**src/rtl/rmii_rx_framer_if.sv**
```systemverilog
// RMII receive pins plus framed byte stream and per-frame status.
// master: framer side (pins in, stream/status out); slave: PHY/consumer side.
interface rmii_rx_framer_if;
  logic [1:0]  rmii_rxd;
  logic        rmii_crs_dv;
  logic        rmii_rx_er;
  logic [7:0]  received_byte;
  logic        byte_valid;
  logic        frame_active;
  logic        frame_done;
  logic        frame_good;
  logic [15:0] frame_len;
  logic        err_crc;
  logic        err_align;
  logic        err_rx;
  logic        err_len;

  modport master (
    input  rmii_rxd, rmii_crs_dv, rmii_rx_er,
    output received_byte, byte_valid, frame_active,
    output frame_done, frame_good, frame_len,
    output err_crc, err_align, err_rx, err_len
  );

  modport slave (
    output rmii_rxd, rmii_crs_dv, rmii_rx_er,
    input  received_byte, byte_valid, frame_active,
    input  frame_done, frame_good, frame_len,
    input  err_crc, err_align, err_rx, err_len
  );
endinterface

```
**src/rtl/rmii_rx_framer.sv**
```systemverilog
// RMII receive framer: SFD hunt, LSB-first byte assembly, CRC/len/align/rx_er status.
// Ports: clk, reset (async, active-high), bus (rmii_rx_framer_if.master).
module rmii_rx_framer #(
  parameter int MAX_FRAME_BYTES = 1522,
  parameter int MIN_FRAME_BYTES = 64,
  parameter int HUNT_LIMIT      = 64
) (
  input  logic             clk,
  input  logic             reset,
  rmii_rx_framer_if.master bus
);

  typedef enum logic [1:0] {
    S_IDLE,
    S_HUNT,
    S_DATA,
    S_DROP
  } state_t;

  localparam int          HW        = $clog2(HUNT_LIMIT + 1);
  localparam logic [HW-1:0] HUNT_LAST = HW'(HUNT_LIMIT - 1);
  localparam logic [15:0] MAX_L     = 16'(MAX_FRAME_BYTES);
  localparam logic [15:0] MIN_L     = 16'(MIN_FRAME_BYTES);
  localparam logic [31:0] POLY      = 32'hEDB88320;
  localparam logic [31:0] RESIDUE   = 32'hDEBB20E3;

  state_t        state;
  logic [1:0]    rxd_d1;
  logic          crs_dv_d1;
  logic          rx_er_d1;
  logic [7:0]    window;
  logic [HW-1:0] hunt_cnt;
  logic [5:0]    sr;
  logic [1:0]    dibit_cnt;
  logic [15:0]   cnt;
  logic [31:0]   crc;
  logic          f_rx;
  logic          f_len;
  logic          from_data;

  logic [7:0]    rx_byte_q;
  logic          byte_valid_q;
  logic          active_q;
  logic          done_q;
  logic          good_q;
  logic [15:0]   len_q;
  logic          crc_q;
  logic          align_q;
  logic          rx_q;
  logic          len_err_q;

  logic          eoc;
  logic          fin;
  logic [7:0]    win_nxt;
  logic [7:0]    byte_nxt;
  logic [15:0]   cnt_inc;
  logic          st_align;
  logic          st_rx;
  logic          st_len;
  logic          st_crc;

  function automatic logic [31:0] crc_byte(
    input logic [31:0] c,
    input logic [7:0]  d
  );
    logic [31:0] r;
    r = c;
    for (int i = 0; i < 8; i++) begin
      if (r[0] ^ d[i]) r = (r >> 1) ^ POLY;
      else             r = r >> 1;
    end
    return r;
  endfunction

  // Carrier ends only when CRS_DV is low on two samples in a row;
  // a single low sample is the RMII end-of-carrier toggle.
  assign eoc      = !crs_dv_d1 && !bus.rmii_crs_dv;
  assign win_nxt  = {rxd_d1, window[7:2]};
  assign byte_nxt = {rxd_d1, sr};
  assign cnt_inc  = (cnt == 16'hFFFF) ? cnt : cnt + 16'd1;
  assign fin      = eoc && ((state == S_DATA) ||
                            (state == S_DROP && from_data));
  assign st_align = (dibit_cnt != 2'd0);
  assign st_rx    = f_rx || rx_er_d1;
  assign st_len   = f_len || (cnt < MIN_L);
  assign st_crc   = (cnt < 16'd4) || (crc != RESIDUE);

  always_ff @(posedge clk or posedge reset) begin
    if (reset) begin
      state        <= S_DROP;
      rxd_d1       <= '0;
      crs_dv_d1    <= 1'b0;
      rx_er_d1     <= 1'b0;
      window       <= '0;
      hunt_cnt     <= '0;
      sr           <= '0;
      dibit_cnt    <= '0;
      cnt          <= '0;
      crc          <= 32'hFFFFFFFF;
      f_rx         <= 1'b0;
      f_len        <= 1'b0;
      from_data    <= 1'b0;
      rx_byte_q    <= '0;
      byte_valid_q <= 1'b0;
      active_q     <= 1'b0;
      done_q       <= 1'b0;
      good_q       <= 1'b0;
      len_q        <= '0;
      crc_q        <= 1'b0;
      align_q      <= 1'b0;
      rx_q         <= 1'b0;
      len_err_q    <= 1'b0;
    end else begin
      rxd_d1       <= bus.rmii_rxd;
      crs_dv_d1    <= bus.rmii_crs_dv;
      rx_er_d1     <= bus.rmii_rx_er;
      byte_valid_q <= 1'b0;
      done_q       <= fin;

      if (fin) begin
        len_q     <= cnt;
        align_q   <= st_align;
        rx_q      <= st_rx;
        len_err_q <= st_len;
        crc_q     <= st_crc;
        good_q    <= !(st_align || st_rx || st_len || st_crc);
      end

      case (state)
        S_IDLE: begin
          window   <= '0;
          hunt_cnt <= '0;
          if (crs_dv_d1) state <= S_HUNT;
        end

        // In HUNT a non-ended cycle always carries a valid dibit.
        S_HUNT: begin
          if (eoc) begin
            state <= S_IDLE;
          end else if (win_nxt == 8'hD5) begin
            rx_byte_q    <= 8'hD5;
            byte_valid_q <= 1'b1;
            active_q     <= 1'b1;
            dibit_cnt    <= '0;
            cnt          <= '0;
            crc          <= 32'hFFFFFFFF;
            f_rx         <= 1'b0;
            f_len        <= 1'b0;
            from_data    <= 1'b0;
            good_q       <= 1'b0;
            len_q        <= '0;
            crc_q        <= 1'b0;
            align_q      <= 1'b0;
            rx_q         <= 1'b0;
            len_err_q    <= 1'b0;
            state        <= S_DATA;
          end else begin
            window <= win_nxt;
            if (hunt_cnt == HUNT_LAST) state <= S_DROP;
            else hunt_cnt <= hunt_cnt + 1'b1;
          end
        end

        S_DATA: begin
          if (eoc) begin
            active_q <= 1'b0;
            state    <= S_IDLE;
          end else if (rx_er_d1) begin
            f_rx      <= 1'b1;
            from_data <= 1'b1;
            active_q  <= 1'b0;
            state     <= S_DROP;
          end else begin
            dibit_cnt <= dibit_cnt + 2'd1;
            unique case (dibit_cnt)
              2'd0: sr[1:0] <= rxd_d1;
              2'd1: sr[3:2] <= rxd_d1;
              2'd2: sr[5:4] <= rxd_d1;
              2'd3: begin
                rx_byte_q    <= byte_nxt;
                byte_valid_q <= 1'b1;
                cnt          <= cnt_inc;
                crc          <= crc_byte(crc, byte_nxt);
                if (cnt_inc > MAX_L) begin
                  f_len     <= 1'b1;
                  from_data <= 1'b1;
                  active_q  <= 1'b0;
                  state     <= S_DROP;
                end
              end
            endcase
          end
        end

        S_DROP: begin
          if (eoc) begin
            from_data <= 1'b0;
            state     <= S_IDLE;
          end
        end

        default: state <= S_DROP;
      endcase
    end
  end

  assign bus.received_byte = rx_byte_q;
  assign bus.byte_valid    = byte_valid_q;
  assign bus.frame_active  = active_q;
  assign bus.frame_done    = done_q;
  assign bus.frame_good    = good_q;
  assign bus.frame_len     = len_q;
  assign bus.err_crc       = crc_q;
  assign bus.err_align     = align_q;
  assign bus.err_rx        = rx_q;
  assign bus.err_len       = len_err_q;

endmodule

```
**src/flat_wrapper.sv**
```systemverilog
// flat-port wrapper written by rule: the top's interface ports become plain ports
module rmii_rx_framer_flat 
#(
  parameter int MAX_FRAME_BYTES = 1522,
  parameter int MIN_FRAME_BYTES = 64,
  parameter int HUNT_LIMIT      = 64
)
  (clk, reset, bus_rmii_rxd, bus_rmii_crs_dv, bus_rmii_rx_er, bus_received_byte, bus_byte_valid, bus_frame_active, bus_frame_done, bus_frame_good, bus_frame_len, bus_err_crc, bus_err_align, bus_err_rx, bus_err_len);
  rmii_rx_framer_if bus_i ();
  input  logic clk;
  input  logic reset;
  input wire logic [$bits(bus_i.rmii_rxd)-1:0] bus_rmii_rxd;
  input wire logic [$bits(bus_i.rmii_crs_dv)-1:0] bus_rmii_crs_dv;
  input wire logic [$bits(bus_i.rmii_rx_er)-1:0] bus_rmii_rx_er;
  output wire logic [$bits(bus_i.received_byte)-1:0] bus_received_byte;
  output wire logic [$bits(bus_i.byte_valid)-1:0] bus_byte_valid;
  output wire logic [$bits(bus_i.frame_active)-1:0] bus_frame_active;
  output wire logic [$bits(bus_i.frame_done)-1:0] bus_frame_done;
  output wire logic [$bits(bus_i.frame_good)-1:0] bus_frame_good;
  output wire logic [$bits(bus_i.frame_len)-1:0] bus_frame_len;
  output wire logic [$bits(bus_i.err_crc)-1:0] bus_err_crc;
  output wire logic [$bits(bus_i.err_align)-1:0] bus_err_align;
  output wire logic [$bits(bus_i.err_rx)-1:0] bus_err_rx;
  output wire logic [$bits(bus_i.err_len)-1:0] bus_err_len;
  assign bus_i.rmii_rxd = bus_rmii_rxd;
  assign bus_i.rmii_crs_dv = bus_rmii_crs_dv;
  assign bus_i.rmii_rx_er = bus_rmii_rx_er;
  assign bus_received_byte = bus_i.received_byte;
  assign bus_byte_valid = bus_i.byte_valid;
  assign bus_frame_active = bus_i.frame_active;
  assign bus_frame_done = bus_i.frame_done;
  assign bus_frame_good = bus_i.frame_good;
  assign bus_frame_len = bus_i.frame_len;
  assign bus_err_crc = bus_i.err_crc;
  assign bus_err_align = bus_i.err_align;
  assign bus_err_rx = bus_i.err_rx;
  assign bus_err_len = bus_i.err_len;
  rmii_rx_framer #(.MAX_FRAME_BYTES(MAX_FRAME_BYTES), .MIN_FRAME_BYTES(MIN_FRAME_BYTES), .HUNT_LIMIT(HUNT_LIMIT)) u_core (.clk(clk), .reset(reset), .bus(bus_i));
endmodule
```
**config.mk**
```make
export PLATFORM = sky130hd
export DESIGN_NAME = rmii_rx_framer_flat
export DESIGN_NICKNAME = d
export VERILOG_FILES = /design/src/rtl/rmii_rx_framer_if.sv /design/src/rtl/rmii_rx_framer.sv /design/src/flat_wrapper.sv
export SDC_FILE = /design/constraint.sdc
export NUM_CORES = 1
export LEC_CHECK = 0
export ABC_AREA = 0
export CAP_MARGIN = 40
export CELL_PAD_IN_SITES_DETAIL_PLACEMENT = 0
export CELL_PAD_IN_SITES_GLOBAL_PLACEMENT = 1
export CORE_MARGIN = 3
export CORE_UTILIZATION = 47
export DETAILED_ROUTE_END_ITERATION = 16
export PLACE_DENSITY_LB_ADDON = 0.1
export SLEW_MARGIN = 10
export SYNTH_ARGS = -nofsm -noshare
export SYNTH_HDL_FRONTEND = slang
export SYNTH_SLANG_ARGS = --single-unit
export TNS_END_PERCENT = 100
```
**constraint.sdc**
```tcl
create_clock -name clk -period 5.8 [get_ports clk]
set_input_delay 1.74 -clock clk [delete_from_list [all_inputs] [get_ports clk]]
set_output_delay 1.74 -clock clk [all_outputs]
set_load 0.03 [all_outputs]
```
==> flow_summary.html, run 1 <==
<table>
<tr><th>Metric</th><th>Value</th></tr>
<tr><th colspan="2">Outcome</th></tr>
<tr><td>Run status</td><td>complete, no violations</td></tr>
<tr><th colspan="2">Pwr</th></tr>
<tr><td>P per Cell Area</td><td>around 380 nW/um2</td></tr>
<tr><td>Total power</td><td>about 2.6 mW</td></tr>
<tr><td>Worst IR Drop VDD</td><td>approximately 0.24 mV</td></tr>
<tr><td>Sw Ratio</td><td>0.377</td></tr>
<tr><td>Fraction of power consumed by sequential logic</td><td>0.368</td></tr>
<tr><td>Share of power burned in the clock network</td><td>0.231</td></tr>
<tr><td>Internal Power</td><td>approximately 1.6 mW</td></tr>
<tr><td>Net switching power of the design</td><td>slightly below 1 mW</td></tr>
<tr><td>Leakage power</td><td>between 2 and 3 nW</td></tr>
<tr><td>Proportion of power drawn by combinational gates</td><td>0.402</td></tr>
<tr><th colspan="2">Placed design</th></tr>
<tr><td>Number of cells after detailed placement</td><td>approximately 790</td></tr>
<tr><td>Final HPWL from detailed placement</td><td>between 9 and 10 mm</td></tr>
<tr><td>Port-buffer cells</td><td>37</td></tr>
<tr><td>Global placement routability congestion</td><td>between 0.8 and 0.9</td></tr>
<tr><th colspan="2">Timing</th></tr>
<tr><td>RSZ-0062 raised after global routing</td><td>false</td></tr>
<tr><td>Count of final max-slew check failures</td><td>0</td></tr>
<tr><td>Transition time at the pin with the least slew margin</td><td>around 0.9 ns</td></tr>
<tr><td>Worst slew slack as a fraction of its limit</td><td>0.394</td></tr>
<tr><td>Aggregate negative setup slack</td><td>0 ns</td></tr>
<tr><td>Achievable clock frequency</td><td>roughly 260 MHz</td></tr>
<tr><td>Hold violation count in the final report</td><td>0</td></tr>
<tr><td># setup viols final</td><td>0</td></tr>
<tr><td>Final setup skew</td><td>approximately 0.010 ns</td></tr>
<tr><td>Final critical-path share of the clock period</td><td>0.667</td></tr>
<tr><td>Clock period minus final worst setup slack</td><td>around 3.9 ns</td></tr>
<tr><th colspan="2">Global route</th></tr>
<tr><td>Via count of the first global-routing pass</td><td>4552</td></tr>
<tr><td>Grt total ovfl</td><td>0</td></tr>
<tr><td>Global-route wire length before repair</td><td>24.0 mm</td></tr>
<tr><td>Maximum number of pins on one net before global-route repair</td><td>51</td></tr>
<tr><td>GRT Util Overall</td><td>0.209</td></tr>
<tr><td>Number of antenna violations at the first check in global routing</td><td>0</td></tr>
<tr><th colspan="2">Run</th></tr>
<tr><td># Max-Cap Violations</td><td>0</td></tr>
<tr><th colspan="2">Logic synthesis</th></tr>
<tr><td>Dominant cell by count in the synthesized netlist</td><td>sky130_fd_sc_hd__dfrtp_1</td></tr>
<tr><td>Cell type with the largest total area after synthesis</td><td>sky130_fd_sc_hd__dfrtp_1</td></tr>
<tr><td>Flops &amp; latches, synth</td><td>110</td></tr>
<tr><td>Distinct cell type count after synthesis</td><td>71</td></tr>
<tr><td>Post-Syn Area per Cell</td><td>about 9.7 um2</td></tr>
<tr><td>Top cells by area, synth</td><td>sky130_fd_sc_hd__dfrtp_1, sky130_fd_sc_hd__dfstp_2, sky130_fd_sc_hd__xnor2_1</td></tr>
<tr><td>Area of the mapped netlist</td><td>roughly 6000 um2</td></tr>
<tr><td>Post-Synthesis Cells</td><td>roughly 620</td></tr>
<tr><td>Most used flip-flop cell after synthesis</td><td>sky130_fd_sc_hd__dfrtp_1</td></tr>
<tr><td>Proportion of netlist area held by the largest area contributor</td><td>0.316</td></tr>
<tr><td>Leading cell types by count after synthesis</td><td>sky130_fd_sc_hd__dfrtp_1, sky130_fd_sc_hd__a21oi_1, sky130_fd_sc_hd__nand2_1, sky130_fd_sc_hd__nor2_1, sky130_fd_sc_hd__xnor2_1</td></tr>
<tr><td>Ys Warns</td><td>0</td></tr>
<tr><td>Async set-reset flop share out of synthesis</td><td>1.00</td></tr>
<tr><td>Share of the yosys chip area belonging to registers</td><td>0.464</td></tr>
<tr><td>Post-synth net total</td><td>approximately 640</td></tr>
<tr><td>Number of synthesized flops with an enable pin</td><td>0</td></tr>
<tr><th colspan="2">Finish</th></tr>
<tr><td>Filler-free cell count of the finished design</td><td>roughly 810</td></tr>
<tr><td>Signed area change from the synthesized netlist to the final layout</td><td>11.1%</td></tr>
<tr><td>Layout Nets</td><td>652</td></tr>
<tr><td>Fraction of final layout cells sized beyond drive strength 1</td><td>0.131</td></tr>
<tr><td>Util after Layout</td><td>0.546</td></tr>
<tr><td>Ant. Diodes</td><td>0</td></tr>
<tr><th colspan="2">Critical path</th></tr>
<tr><td>Required @ worst endpoint</td><td>6.08 ns</td></tr>
<tr><td>Worst Setup Start Kind</td><td>primary input</td></tr>
<tr><td>Crit end category</td><td>flip-flop</td></tr>
<tr><td>Crit Path Max Fanout</td><td>50</td></tr>
<tr><td>CP Data Arrival Time</td><td>around 4.2 ns</td></tr>
<tr><td>Worst Setup Path Type</td><td>primary input to flip-flop</td></tr>
<tr><th colspan="2">Routing</th></tr>
<tr><td>Wire length per cell</td><td>~18 um</td></tr>
<tr><td>Final WL</td><td>roughly 14 mm</td></tr>
<tr><td>First-pass DRT Iterations</td><td>5</td></tr>
<tr><td>Drt first-iter violations</td><td>roughly 470</td></tr>
<tr><td>Total via count after detailed routing</td><td>4637</td></tr>
<tr><td>Via/cell ratio</td><td>between 5 and 6</td></tr>
<tr><td>Remaining number of nets flagged by the antenna check after routing</td><td>0</td></tr>
<tr><td>Post-route DRC violation count</td><td>0</td></tr>
<tr><th colspan="2">Floorplanning</th></tr>
<tr><td>Die extent in x</td><td>about 120 um</td></tr>
<tr><td>Chip Height</td><td>about 120 um</td></tr>
<tr><td>Core ar.</td><td>between 10000 and 15000 um2</td></tr>
<tr><td>Initial cell density of the core</td><td>0.491</td></tr>
<tr><td>Standard-cell rows</td><td>40</td></tr>
<tr><td>I/O Pins</td><td>38</td></tr>
<tr><td>Die outline area</td><td>14200 um2</td></tr>
<tr><th colspan="2">Clocking</th></tr>
<tr><td>Clock transition at the registers of the reported paths</td><td>approximately 0.070 ns</td></tr>
<tr><td>Number of buffers added by the clock tree synthesis step</td><td>9</td></tr>
<tr><td>Count of instances resized after the clock tree is built</td><td>0</td></tr>
<tr><td>Cell chosen for the clock root</td><td>sky130_fd_sc_hd__clkbuf_16</td></tr>
<tr><td>Max Buffers Root-to-Sink</td><td>2</td></tr>
<tr><td>Worst-skew pair later-pin latency</td><td>0.35 ns</td></tr>
<tr><td>Clock Sink Count</td><td>110</td></tr>
<tr><td>H-tree lvl count</td><td>3</td></tr>
<tr><td>Post-CTS repair timing setup buffer count</td><td>0</td></tr>
<tr><td>Clock tree from TritonCTS</td><td>yes</td></tr>
<tr><td>CTS Hold Bufs</td><td>0</td></tr>
<tr><th colspan="2">Hold path</th></tr>
<tr><td>Class of the tightest hold or removal check</td><td>flip-flop to flip-flop</td></tr>
</table>
==> state kept, by name (all words and copies together) (netlist names), 2 cells and up <==
name,cells
u_core.bus.received_byte,8
u_core.dibit_cnt,2
u_core.rxd_d1,2
u_core.crc,32
u_core.state,2
u_core.cnt,16
u_core.bus.frame_len,16
u_core.window,6
u_core.hunt_cnt,7
u_core.sr,6
==> cell families (layout without fill, tap and decap cells) <==
logic type | Yosys count | in the layout | synth area share
compound gates | 147 | 147 | 0.153
fa+ha+maj | 11 | 11 | 0.0228
simple gates | 215 | 215 | 0.181
buf+inv | 53 | 71 | 0.0496
flops | 110 | 110 | 0.464
mux | 10 | 10 | 0.0179
xor+xnor | 76 | 76 | 0.112
==> layer usage <==
metal	part of all wire	vias to the layer above	global-route usage
met4	0.013	0	0.0594
met1	0.45	2296	0.282
met3	0.045	17	0.0423
met2	0.49	123	0.344
met5	0	-	0
li1	-	2201	-
==> path summary, 6_finish.rpt <==
kind	startpoint	slack, ns	endpoint	depth (start not counted)
setup / recovery	bus_rmii_crs_dv	1.93	u_core.cnt[13]	9
hold / removal	u_core.window[4]	0.51	u_core.window[2]	2
setup reg to reg	u_core.cnt[0]	2.78	u_core.state[1]	8
hold reg to reg	u_core.window[4]	0.51	u_core.window[2]	2
max in group asynchronous	reset	3.08	u_core.crc[15]	3
min in group asynchronous	reset	1.81	u_core.bus.received_byte[1]	2
==> stage by stage <==
stage	instance area [um2]	hold slack [ns]	worst slack, ns
after detailed placement	6420	0.494	1.57
final	6690	0.515	1.93
after global placement	6420	0.486	1.69
after CTS	6690	0.515	1.95
after global routing	6690	0.535	1.71
after floorplan	6020	0.463	1.21
==> cell type report <==
| class | count | area [um2] |
|---|---|---|
| clock buffers | 13 | 260 |
| clock inverters | 3 | 17.5 |
| fillers | 1110 | 5570 |
| inverters | 12 | 47.5 |
| flip-flops and latches | 110 | 2800 |
| well taps | 168 | 210 |
| multi-input cells | 459 | 2950 |
| repair buffers | 43 | 415 |
==> critical path, stage by stage <==
cell and delay [ns]:
sky130_fd_sc_hd__clkdlybuf4s50_1 0.53, sky130_fd_sc_hd__or2_2 0.20, sky130_fd_sc_hd__a41o_1 0.35, sky130_fd_sc_hd__nor2b_2 0.19, sky130_fd_sc_hd__buf_4 0.47, sky130_fd_sc_hd__o21ai_0 0.25
sky130_fd_sc_hd__nor3_1 0.22, sky130_fd_sc_hd__nor2_1 0.06, sky130_fd_sc_hd__a21oi_1 0.12
==> power by group through the flow <==
stage                     Sequential (mW)  Clock [mW]  Combinational (mW)
final                               0.941       0.590                1.03
after global routing                0.952       0.638                1.13
after CTS                           0.941       0.608                1.04
after detailed placement            0.954           0                1.03
after global placement              0.949           0                1.03
after floorplan                     0.999           0               0.725
==> cell usage in the layout, fill, tap and decap left out, types with 4 or more instances in the layout <==
master and instances:
sky130_fd_sc_hd__a21oi_1 73, sky130_fd_sc_hd__a31oi_1 4, sky130_fd_sc_hd__buf_4 6, sky130_fd_sc_hd__clkbuf_16 9, sky130_fd_sc_hd__clkdlybuf4s50_1 37, sky130_fd_sc_hd__dfrtp_1 76
sky130_fd_sc_hd__dfstp_2 34, sky130_fd_sc_hd__ha_1 11, sky130_fd_sc_hd__inv_1 11, sky130_fd_sc_hd__mux2_2 6, sky130_fd_sc_hd__mux2i_1 4, sky130_fd_sc_hd__nand2_1 70
sky130_fd_sc_hd__nand3_1 16, sky130_fd_sc_hd__nand4_1 12, sky130_fd_sc_hd__nand4b_1 5, sky130_fd_sc_hd__nor2_1 60, sky130_fd_sc_hd__nor3_1 7, sky130_fd_sc_hd__nor4_1 6
sky130_fd_sc_hd__o21ai_0 25, sky130_fd_sc_hd__o22a_1 5, sky130_fd_sc_hd__xnor2_1 50, sky130_fd_sc_hd__xor2_1 25
No activity file was read; power rests on OpenSTA's default activity.
==> inputs of run 2 (changes only) <==
==> constraint.sdc (replaced) <==
create_clock -name clk -period 3.7 [get_ports clk]
set_input_delay 1.11 -clock clk [delete_from_list [all_inputs] [get_ports clk]]
set_output_delay 1.11 -clock clk [all_outputs]
set_load 0.03 [all_outputs]
==> run 2 against run 1 <==
- final cell count increased by 0.50%
- utilization increased by 0.63 points
- non-clock buffer count rose by 4
- critical endpoint is now u_core.cnt[1]
- largest cell class unchanged
- largest power group unchanged
==> flow_summary.html, run 2 (synthesis gave the netlist of run 1 again) <==
<table>
<tr><th>Metric</th><th>Value</th></tr>
<tr><th colspan="2">Timing</th></tr>
<tr><td>Aggregate negative setup slack</td><td>0 ns</td></tr>
<tr><td>Worst slew slack as a fraction of its limit</td><td>0.429</td></tr>
<tr><td>Hold violation count in the final report</td><td>0</td></tr>
<tr><td>Count of final max-slew check failures</td><td>0</td></tr>
<tr><td>Final critical-path share of the clock period</td><td>0.832</td></tr>
<tr><td>Transition time at the pin with the least slew margin</td><td>approximately 0.85 ns</td></tr>
<tr><td>RSZ-0062 raised after global routing</td><td>false</td></tr>
<tr><td>Achievable clock frequency</td><td>325 MHz</td></tr>
<tr><td># setup viols final</td><td>0</td></tr>
<tr><td>Clock period minus final worst setup slack</td><td>a little over 3 ns</td></tr>
<tr><td>Final setup skew</td><td>about 0.011 ns</td></tr>
<tr><th colspan="2">Routing</th></tr>
<tr><td>Total via count after detailed routing</td><td>between 4000 and 5000</td></tr>
<tr><td>First-pass DRT Iterations</td><td>4</td></tr>
<tr><td>Post-route DRC violation count</td><td>0</td></tr>
<tr><td>Via/cell ratio</td><td>5.62</td></tr>
<tr><td>Wire length per cell</td><td>~18 um</td></tr>
<tr><td>Final WL</td><td>roughly 14 mm</td></tr>
<tr><td>Remaining number of nets flagged by the antenna check after routing</td><td>0</td></tr>
<tr><td>Drt first-iter violations</td><td>364</td></tr>
<tr><th colspan="2">Hold path</th></tr>
<tr><td>Launch instance of the worst min-delay path</td><td>u_core.bus.received_byte[3]</td></tr>
<tr><td>Class of the tightest hold or removal check</td><td>flip-flop to flip-flop</td></tr>
<tr><td>Hold Path Depth</td><td>1</td></tr>
<tr><td>Endpoint of the worst hold path</td><td>u_core.bus.received_byte[3]</td></tr>
<tr><th colspan="2">Floorplanning</th></tr>
<tr><td>Die outline area</td><td>between 10000 and 15000 um2</td></tr>
<tr><td>Die extent in x</td><td>~120 um</td></tr>
<tr><td>Core ar.</td><td>about 12000 um2</td></tr>
<tr><td>Chip Height</td><td>roughly 120 um</td></tr>
<tr><td>Initial cell density of the core</td><td>0.491</td></tr>
<tr><td>Standard-cell rows</td><td>40</td></tr>
<tr><td>I/O Pins</td><td>38</td></tr>
<tr><th colspan="2">Finish</th></tr>
<tr><td>Layout Nets</td><td>between 600 and 700</td></tr>
<tr><td>Leading cell type in the layout, fill and taps excluded</td><td>sky130_fd_sc_hd__dfrtp_1</td></tr>
<tr><td>Max FFs per register</td><td>32</td></tr>
<tr><td>Fraction of final layout cells sized beyond drive strength 1</td><td>0.140</td></tr>
<tr><td>Count of fill cells added during filler insertion</td><td>~1100</td></tr>
<tr><td>Ant. Diodes</td><td>0</td></tr>
<tr><td>Largest register by flop count</td><td>u_core.crc</td></tr>
<tr><td>Top library cells by usage in the layout, fill and taps aside</td><td>sky130_fd_sc_hd__dfrtp_1, sky130_fd_sc_hd__a21oi_1, sky130_fd_sc_hd__nand2_1</td></tr>
<tr><td>Signed area change from the synthesized netlist to the final layout</td><td>12.4%</td></tr>
<tr><td>Summed area of non-filler cells in the final layout</td><td>between 6000 and 7000 um2</td></tr>
<tr><th colspan="2">Global route</th></tr>
<tr><td>GRT Util Overall</td><td>0.206</td></tr>
<tr><td>Global-route wire length before repair</td><td>23.7 mm</td></tr>
<tr><td>Maximum number of pins on one net before global-route repair</td><td>around 110</td></tr>
<tr><td>Number of antenna violations at the first check in global routing</td><td>0</td></tr>
<tr><td>Grt total ovfl</td><td>0</td></tr>
<tr><td>Via count of the first global-routing pass</td><td>4522</td></tr>
<tr><th colspan="2">Critical path</th></tr>
<tr><td>Crit end category</td><td>flip-flop</td></tr>
<tr><td>Highest cell delay on the worst timing path</td><td>0.52 ns</td></tr>
<tr><td>Crit Path Max Fanout</td><td>46</td></tr>
<tr><td>Ordered cell list for the critical path</td><td>clkdlybuf4s50_1, or2_2, a41o_1, a21boi_4, buf_4, o21ai_0, a32o_1</td></tr>
<tr><td>Minimum setup slack among reg-to-reg paths</td><td>just over 0.7 ns</td></tr>
<tr><td>CP Data Arrival Time</td><td>3.33 ns</td></tr>
<tr><td>Worst reg-to-reg path cell count</td><td>8</td></tr>
<tr><td>R2R Path End</td><td>u_core.state[0]</td></tr>
<tr><td>Required @ worst endpoint</td><td>a little under 4 ns</td></tr>
<tr><td>Crit-path slowest cell</td><td>sky130_fd_sc_hd__clkdlybuf4s50_1</td></tr>
<tr><td>Worst Setup Path Type</td><td>primary input to flip-flop</td></tr>
<tr><td>Worst reg2reg startpoint</td><td>u_core.cnt[0]</td></tr>
<tr><td>Worst Setup Start Kind</td><td>primary input</td></tr>
<tr><th colspan="2">Clocking</th></tr>
<tr><td>Number of buffers added by the clock tree synthesis step</td><td>9</td></tr>
<tr><td>Cell chosen for the clock root</td><td>sky130_fd_sc_hd__clkbuf_16</td></tr>
<tr><td>Clock transition at the registers of the reported paths</td><td>around 0.070 ns</td></tr>
<tr><td>Max Buffers Root-to-Sink</td><td>2</td></tr>
<tr><td>Count of instances resized after the clock tree is built</td><td>0</td></tr>
<tr><td>H-tree lvl count</td><td>3</td></tr>
<tr><td>Clock tree from TritonCTS</td><td>yes</td></tr>
<tr><td>CTS Hold Bufs</td><td>0</td></tr>
<tr><td>Post-CTS repair timing setup buffer count</td><td>0</td></tr>
<tr><td>Worst-skew pair later-pin latency</td><td>0.36 ns</td></tr>
<tr><td>Clock Sink Count</td><td>between 100 and 150</td></tr>
<tr><th colspan="2">Placed design</th></tr>
<tr><td>Global placement routability congestion</td><td>roughly 0.9</td></tr>
<tr><td>Final HPWL from detailed placement</td><td>just under 10 mm</td></tr>
<tr><td>Placement Cell Area</td><td>about 6500 um2</td></tr>
<tr><td>Port-buffer cells</td><td>37</td></tr>
<tr><th colspan="2">Pwr</th></tr>
<tr><td>P per Cell Area</td><td>between 600 and 700 nW/um2</td></tr>
<tr><td>Worst IR Drop VDD</td><td>between 0.3 and 0.4 mV</td></tr>
<tr><td>Leakage power</td><td>roughly 2.7 nW</td></tr>
<tr><th colspan="2">Outcome</th></tr>
<tr><td>Run status</td><td>complete, no violations</td></tr>
<tr><th colspan="2">Run</th></tr>
<tr><td># Max-Cap Violations</td><td>0</td></tr>
</table>
[run 2: worst max path at each step]
| stage | from | to | slack (ns) | cells after the start |
|---|---|---|---|---|
| 3_5_place_dp | bus_rmii_crs_dv | u_core.cnt[1] | 0.27 | 7 |
| 4_1_cts | bus_rmii_crs_dv | u_core.cnt[1] | 0.64 | 7 |
| 5_1_grt | bus_rmii_crs_dv | u_core.cnt[1] | 0.44 | 7 |
| 2_1_floorplan | bus_rmii_crs_dv | u_core.cnt[5] | 0.92 | 10 |
| 6_report | bus_rmii_crs_dv | u_core.cnt[1] | 0.62 | 7 |
| 3_3_place_gp | bus_rmii_crs_dv | u_core.cnt[1] | 0.31 | 7 |
[run 2: power breakdown]
part	switching (mW)	internal, mW
combinational	0.983	0.660
clock	0.460	0.532
sequential	0.118	1.35
[run 2: final cells by class]
type | instances | area, um2 | area share
clock buffer | 10 | 229 | 0.0338
clock inverter | 6 | 70.1 | 0.0103
inverter | 12 | 48.8 | 0.00721
multi-input combinational | 459 | 2950 | 0.435
sequential | 110 | 2800 | 0.413
tap | 168 | 210 | 0.0310
timing repair buffer | 47 | 470 | 0.0695
[run 2: per-stage QoR]
stage | utilization | setup WS, ns | hold slack (ns) | power (mW) | instances
2_1_floorplan | - | 0.916 | 0.463 | 2.70 | 622
4_1_cts | 0.552 | 0.644 | 0.519 | 4.14 | 812
3_3_place_gp | 0.528 | 0.310 | 0.497 | 3.10 | 796
6_report | 0.552 | 0.621 | 0.514 | 4.11 | 812
5_1_grt | 0.552 | 0.444 | 0.532 | 4.34 | 812
3_5_place_dp | 0.528 | 0.268 | 0.498 | 3.12 | 796
[run 2: layer usage]
layer	track usage	wire length [um]	share of wire
met1	0.286	6680	0.47
met2	0.326	6700	0.47
met3	0.0275	486	0.034
met4	0.0854	342	0.024
met5	0	0	0
[run 2: worst max-delay path, delay by kind of cell]
kind	cells	cell delay (ns)
compound gates	4	1.06
buf+inv	2	0.97
simple gates	1	0.20
==> edit 1 (settings of run 1) <==
Compare `hunt_cnt` against `HUNT_LAST` with >= in place of ==.
--- a/src/rtl/rmii_rx_framer.sv
+++ b/src/rtl/rmii_rx_framer.sv
@@ -156,7 +156,7 @@
             state        <= S_DATA;
           end else begin
             window <= win_nxt;
-            if (hunt_cnt == HUNT_LAST) state <= S_DROP;
+            if (hunt_cnt >= HUNT_LAST) state <= S_DROP;
             else hunt_cnt <= hunt_cnt + 1'b1;
           end
         end
Formal check against the unedited RTL: no difference found for any inputs over 4 cycles, from zero or initial values and one cycle with reset high; that may be too few to reach the edited logic, so the function may still have changed.
==> edit 1 against run 1 <==
- synthesized area decreased by 2.2%
- sequential cell count stayed put
- final area grew 0.34%
- first-iteration DRC count fell by 29%
- routed wire length is 4.6% lower
- setup slack worse by 0.18 ns
Power is not compared: it rests on default switching activity, and its combinational part moved more than twofold at a synthesized area within 25%.
==> edit 1: results (changes against run 1) <==
[setup_path]
reg2regPathDepth = 9  ; +1
timing.critical_path.slowest_cell_delay_ns = 0.62  ; +0.09 ns
critical_path_peak_fanout = 36  ; -28%
timing.critical_path.to = u_core.crc[23]
crit_arrival_ns = 4.33  ; +0.18 ns
crit_path_top_delay_cell = and2_2

[detailed_routing]
detail_route.first_pass.iterations = 5  ; unchanged
post_drt_wl_per_cell_um = 17.1  ; -4.3%
drt_first_iter_violations = 332  ; -29%
detail_route.vias_per_cell = 5.61  ; -2.2%

[yosys]
synth-xor-area-share = 0.122  ; +0.00992
yosysUniqueCellTypes = 62  ; -13%
post_synthesis_compound_gate_area_fraction = 0.158  ; +0.00532
synth.yosys.seq_area_share = 0.474  ; +0.0103
synth-adder-area-share = 0.0212  ; -0.00161
netlist_top_cells_area = dfrtp_1, dfstp_2, xnor2_1
synth_mux_area_frac = 0.0113  ; -0.00661
post_synthesis_average_cell_area_um2 = 9.66  ; -0.26%
synthTopCellsByCount = nand2_1, dfrtp_1, xnor2_1

[timing]
worst_hold_slack_ns = 0.467  ; -0.0478 ns
timing_worst_slew_pin_value_ns = 0.857  ; -0.0449 ns
post_route_skew_ns = 0.00624  ; -0.00413 ns

[global_routing]
global_route.usage.total = 0.203  ; -0.00584
first_global_vias = 4458  ; -2.1%
grt_antenna_before_repair = 0  ; unchanged
grt_start_max_net_pins = 44  ; -14%
grt_pass1_wl_um = 23100  ; -4.0%

[layout]
num-clock-buffers = 12  ; -1
clock_tree_area_fraction = 0.0438  ; +0.00228
n_fill_cell = 1121  ; +0.99%
antenna_diode_count = 0  ; unchanged
layout.comb_gates.multi_input = 445  ; -3.1%
seq_area_frac = 0.416  ; -0.00140
instances_no_fill = 805  ; -0.37%
num-nonclk-inverters = 19  ; +7
nonClockBufferCount = 47  ; +9.3%
layout.buffer.nonclock.area_share = 0.0689  ; +0.00687

[placement]
detailed_place_hpwl_um = 9770  ; -1.9%
numPlacedInstances = 789  ; -0.38%
routabilityCongestion = 0.831  ; -7.2%

[min_path]
min_from = u_core.bus.received_byte[5]
whs_endpoint = u_core.bus.received_byte[5]

[run_status]
outcome = completed

==> edit 1: cell types whose count changed after synthesis, moves of 7 or more <==
cell | run 1 | this run
clkbuf_1 | 17 | 25
a21oi_1 | 73 | 36
a31oi_1 | 4 | 14
nand2_1 | 70 | 82
inv_1 | 12 | 19
o22a_1 | 5 | 27
nor2_1 | 60 | 47
==> edit 1: worst max-delay path: cells and delay by family <==
kind                   cells  cell delay [ns]
AND/OR/NAND/NOR            3             1.29
buffers and inverters      2             0.80
AO/OA/AOI/OAI              3             0.48
==> edit 1: through the flow <==
step / power, mW / setup slack, ns / cell area (um2)
after floorplan: 2.85 / 1.21 / 5890
after global placement: 3.26 / 1.29 / 6370
after detailed placement: 3.31 / 1.40 / 6420
after CTS: 3.95 / 1.78 / 6720
after global routing: 4.21 / 1.50 / 6720
final: 3.93 / 1.75 / 6720
==> edit 1: kinds of logic (layout without fill, tap and decap cells) <==
kind of cell / Yosys count / after routing
fa+ha+maj: 10 / 10
buf+inv: 55 / 82
xor+xnor: 81 / 81
compound gates: 137 / 137
flops: 110 / 110
simple gates: 211 / 211
mux: 6 / 6
==> edit 1: power groups by stage <==
| stage | Clock [mW] | Sequential [mW] | Combinational, mW |
|---|---|---|---|
| floorplan | 0 | 1.23 | 1.61 |
| global placement | 0 | 1.20 | 2.06 |
| detailed placement | 0 | 1.21 | 2.11 |
| CTS | 0.638 | 1.19 | 2.12 |
| global route | 0.671 | 1.22 | 2.32 |
| finish | 0.622 | 1.19 | 2.11 |
==> edit 1: layer usage <==
layer | GRT usage | share of wire | up-vias | wire length (um)
met3 | 0.0327 | 0.034 | 22 | 467
met1 | 0.274 | 0.46 | 2219 | 6350
met5 | 0 | 0 | - | 0
met2 | 0.334 | 0.48 | 87 | 6650
li1 | - | - | 2189 | -
met4 | 0.0725 | 0.019 | 0 | 264
==> edit 2 (config.mk and constraints of run 1) <==
Without the edit above. `HUNT_LIMIT` is set to 64 in 2 places; all go to 32.
--- a/src/rtl/rmii_rx_framer.sv
+++ b/src/rtl/rmii_rx_framer.sv
@@ -3,7 +3,7 @@
 module rmii_rx_framer #(
   parameter int MAX_FRAME_BYTES = 1522,
   parameter int MIN_FRAME_BYTES = 64,
-  parameter int HUNT_LIMIT      = 64
+  parameter int HUNT_LIMIT      = 32
 ) (
   input  logic             clk,
   input  logic             reset,
--- a/src/flat_wrapper.sv
+++ b/src/flat_wrapper.sv
@@ -3,7 +3,7 @@
 #(
   parameter int MAX_FRAME_BYTES = 1522,
   parameter int MIN_FRAME_BYTES = 64,
-  parameter int HUNT_LIMIT      = 64
+  parameter int HUNT_LIMIT      = 32
 )
   (clk, reset, bus_rmii_rxd, bus_rmii_crs_dv, bus_rmii_rx_er, bus_received_byte, bus_byte_valid, bus_frame_active, bus_frame_done, bus_frame_good, bus_frame_len, bus_err_crc, bus_err_align, bus_err_rx, bus_err_len);
   rmii_rx_framer_if bus_i ();
Check against the original RTL: no difference found for any inputs over 4 cycles, from zero or initial values and one cycle with reset high; that may be too few to reach the edited logic, so the function may still have changed.
==> edit 2 against run 1 <==
- setup slack better by 0.0026 ns
- sequential share of layout area is 0.50 points lower
- via count is 3.6% lower
- die area is 2.0% lower
- routed wire length is 4.4% lower
- register-to-register slack worse by 0.12 ns
- final area is 0.32% higher
- count of clock-buffer cells in the layout is 4 lower
- sequential cell count is 1 lower
- first-iteration DRC count is 32% lower
- total power is 46% higher
- synthesized area is 2.1% lower
- core utilization is 0.85 points higher
- critical endpoint is now u_core.bus.err_crc
- largest cell class unchanged
==> edit 2: results (changes against run 1) <==
[global_routing]
groute.layer.met1.usage = 0.290  ; +0.00820
gr-usage-met2 = 0.329  ; -0.0149
first_global_vias = 4613  ; +1.3%
global_route.usage.total = 0.211  ; +0.00129

[setup_path]
r2r-start = u_core.state[1]
timing.critical_path.to = u_core.bus.err_crc
reg2regPathDepth = 7  ; -1
timing.critical_path.slowest_cell_delay_ns = 0.69  ; +0.16 ns
crit_arrival_ns = 4.13  ; -0.02 ns
worst_path_dominant_cell_family = buffers and inverters
reg2reg_slack_ns = 2.66  ; -0.12 ns
r2r_end = u_core.cnt[10]
critical_path_peak_fanout = 22  ; -56%
crit_path_top_delay_cell = inv_1
crit_start = bus_rmii_crs_dv

[power_and_ir_drop]
pg_clk_mw = 0.660  ; +12%
switching_share = 0.415  ; +0.0383
vdd_drop_max_mv = 0.433  ; +79%
leakage_power_nw = 2.67  ; +0.73%
power.sequential.fraction = 0.309  ; -0.059
finalPower_mw = 3.75  ; +46%

[min_path]
min_from = u_core.hunt_cnt[0]
whs_endpoint = u_core.hunt_cnt[0]
hold_path_depth = 1  ; -1

[yosys]
synthArstFlopShare = 1.00  ; unchanged
synth.yosys.seq_area_share = 0.470  ; +0.00590
netlist_top_cells_area = dfrtp_1, dfstp_2, xnor2_1
synthTopCellsByCount = nand2_1, dfrtp_1, a21oi_1
synth.net_count = 635  ; -0.63%
yosysUniqueCellTypes = 64  ; -9.9%

[detailed_routing]
dr_vias = 4472  ; -3.6%
wl_met3_um = 504  ; -22%
detail_route.first_pass.iterations = 4  ; -1
post_drt_wl_per_cell_um = 17.0  ; -4.5%
highest_layer = met4
wl_met2_um = 6500  ; -8.1%
drt_first_iter_violations = 319  ; -32%
route.final.wire_length_um = 13800  ; -4.4%

[placement]
post-place-ws_ns = 1.50  ; -0.0743 ns
routabilityCongestion = 0.847  ; -5.4%
dpl-instance-area_um2 = 6400  ; -0.21%
numPlacedInstances = 793  ; +0.13%
detailed_place_hpwl_um = 9810  ; -1.5%

[timing]
timing_worst_slew_pin_value_ns = 0.783  ; -0.119 ns
worst_hold_slack_ns = 0.509  ; -0.00546 ns
post_route_skew_ns = 0.00960  ; -0.000769 ns
fin_ws_ns = 1.93  ; +0.00262 ns

[run_status]
outcome = completed

[cts]
clockBufferDepth = 2  ; unchanged
worst_setup_hold_path_clk_slew_ns = 0.08

[layout]
n_fill_cell = 1120  ; +0.90%
layout_cells_sized_above_1 = 0.131  ; -0.000205

[edit 2: worst register-to-register path: stages (launching register included)]
cell	delay, ns
dfstp_2	0.54
ha_1	0.65
o21ai_0	0.34
a221oi_4	0.44
and2_1	0.29
buf_4	0.42
o21ai_0	0.18
a21oi_1	0.19
[edit 2: cells by family (layout without fill, tap and decap cells)]
logic type | Yosys count | count (layout) | share of synthesized area
buf+inv | 50 | 73 | 0.0357
flops | 109 | 109 | 0.470
mux | 9 | 9 | 0.0168
xor+xnor | 77 | 77 | 0.121
simple gates | 216 | 216 | 0.179
compound gates | 146 | 146 | 0.154
fa+ha+maj | 11 | 11 | 0.0233
[edit 2: area by class of cell]
class	count	area (um2)	share of cell area
repair buffers	43	435	0.0648
well taps	168	210	0.0313
multi-input cells	459	2930	0.437
flip-flops and latches	109	2770	0.413
inverters	14	55.1	0.00820
clock inverters	7	87.6	0.0130
clock buffers	9	225	0.0335
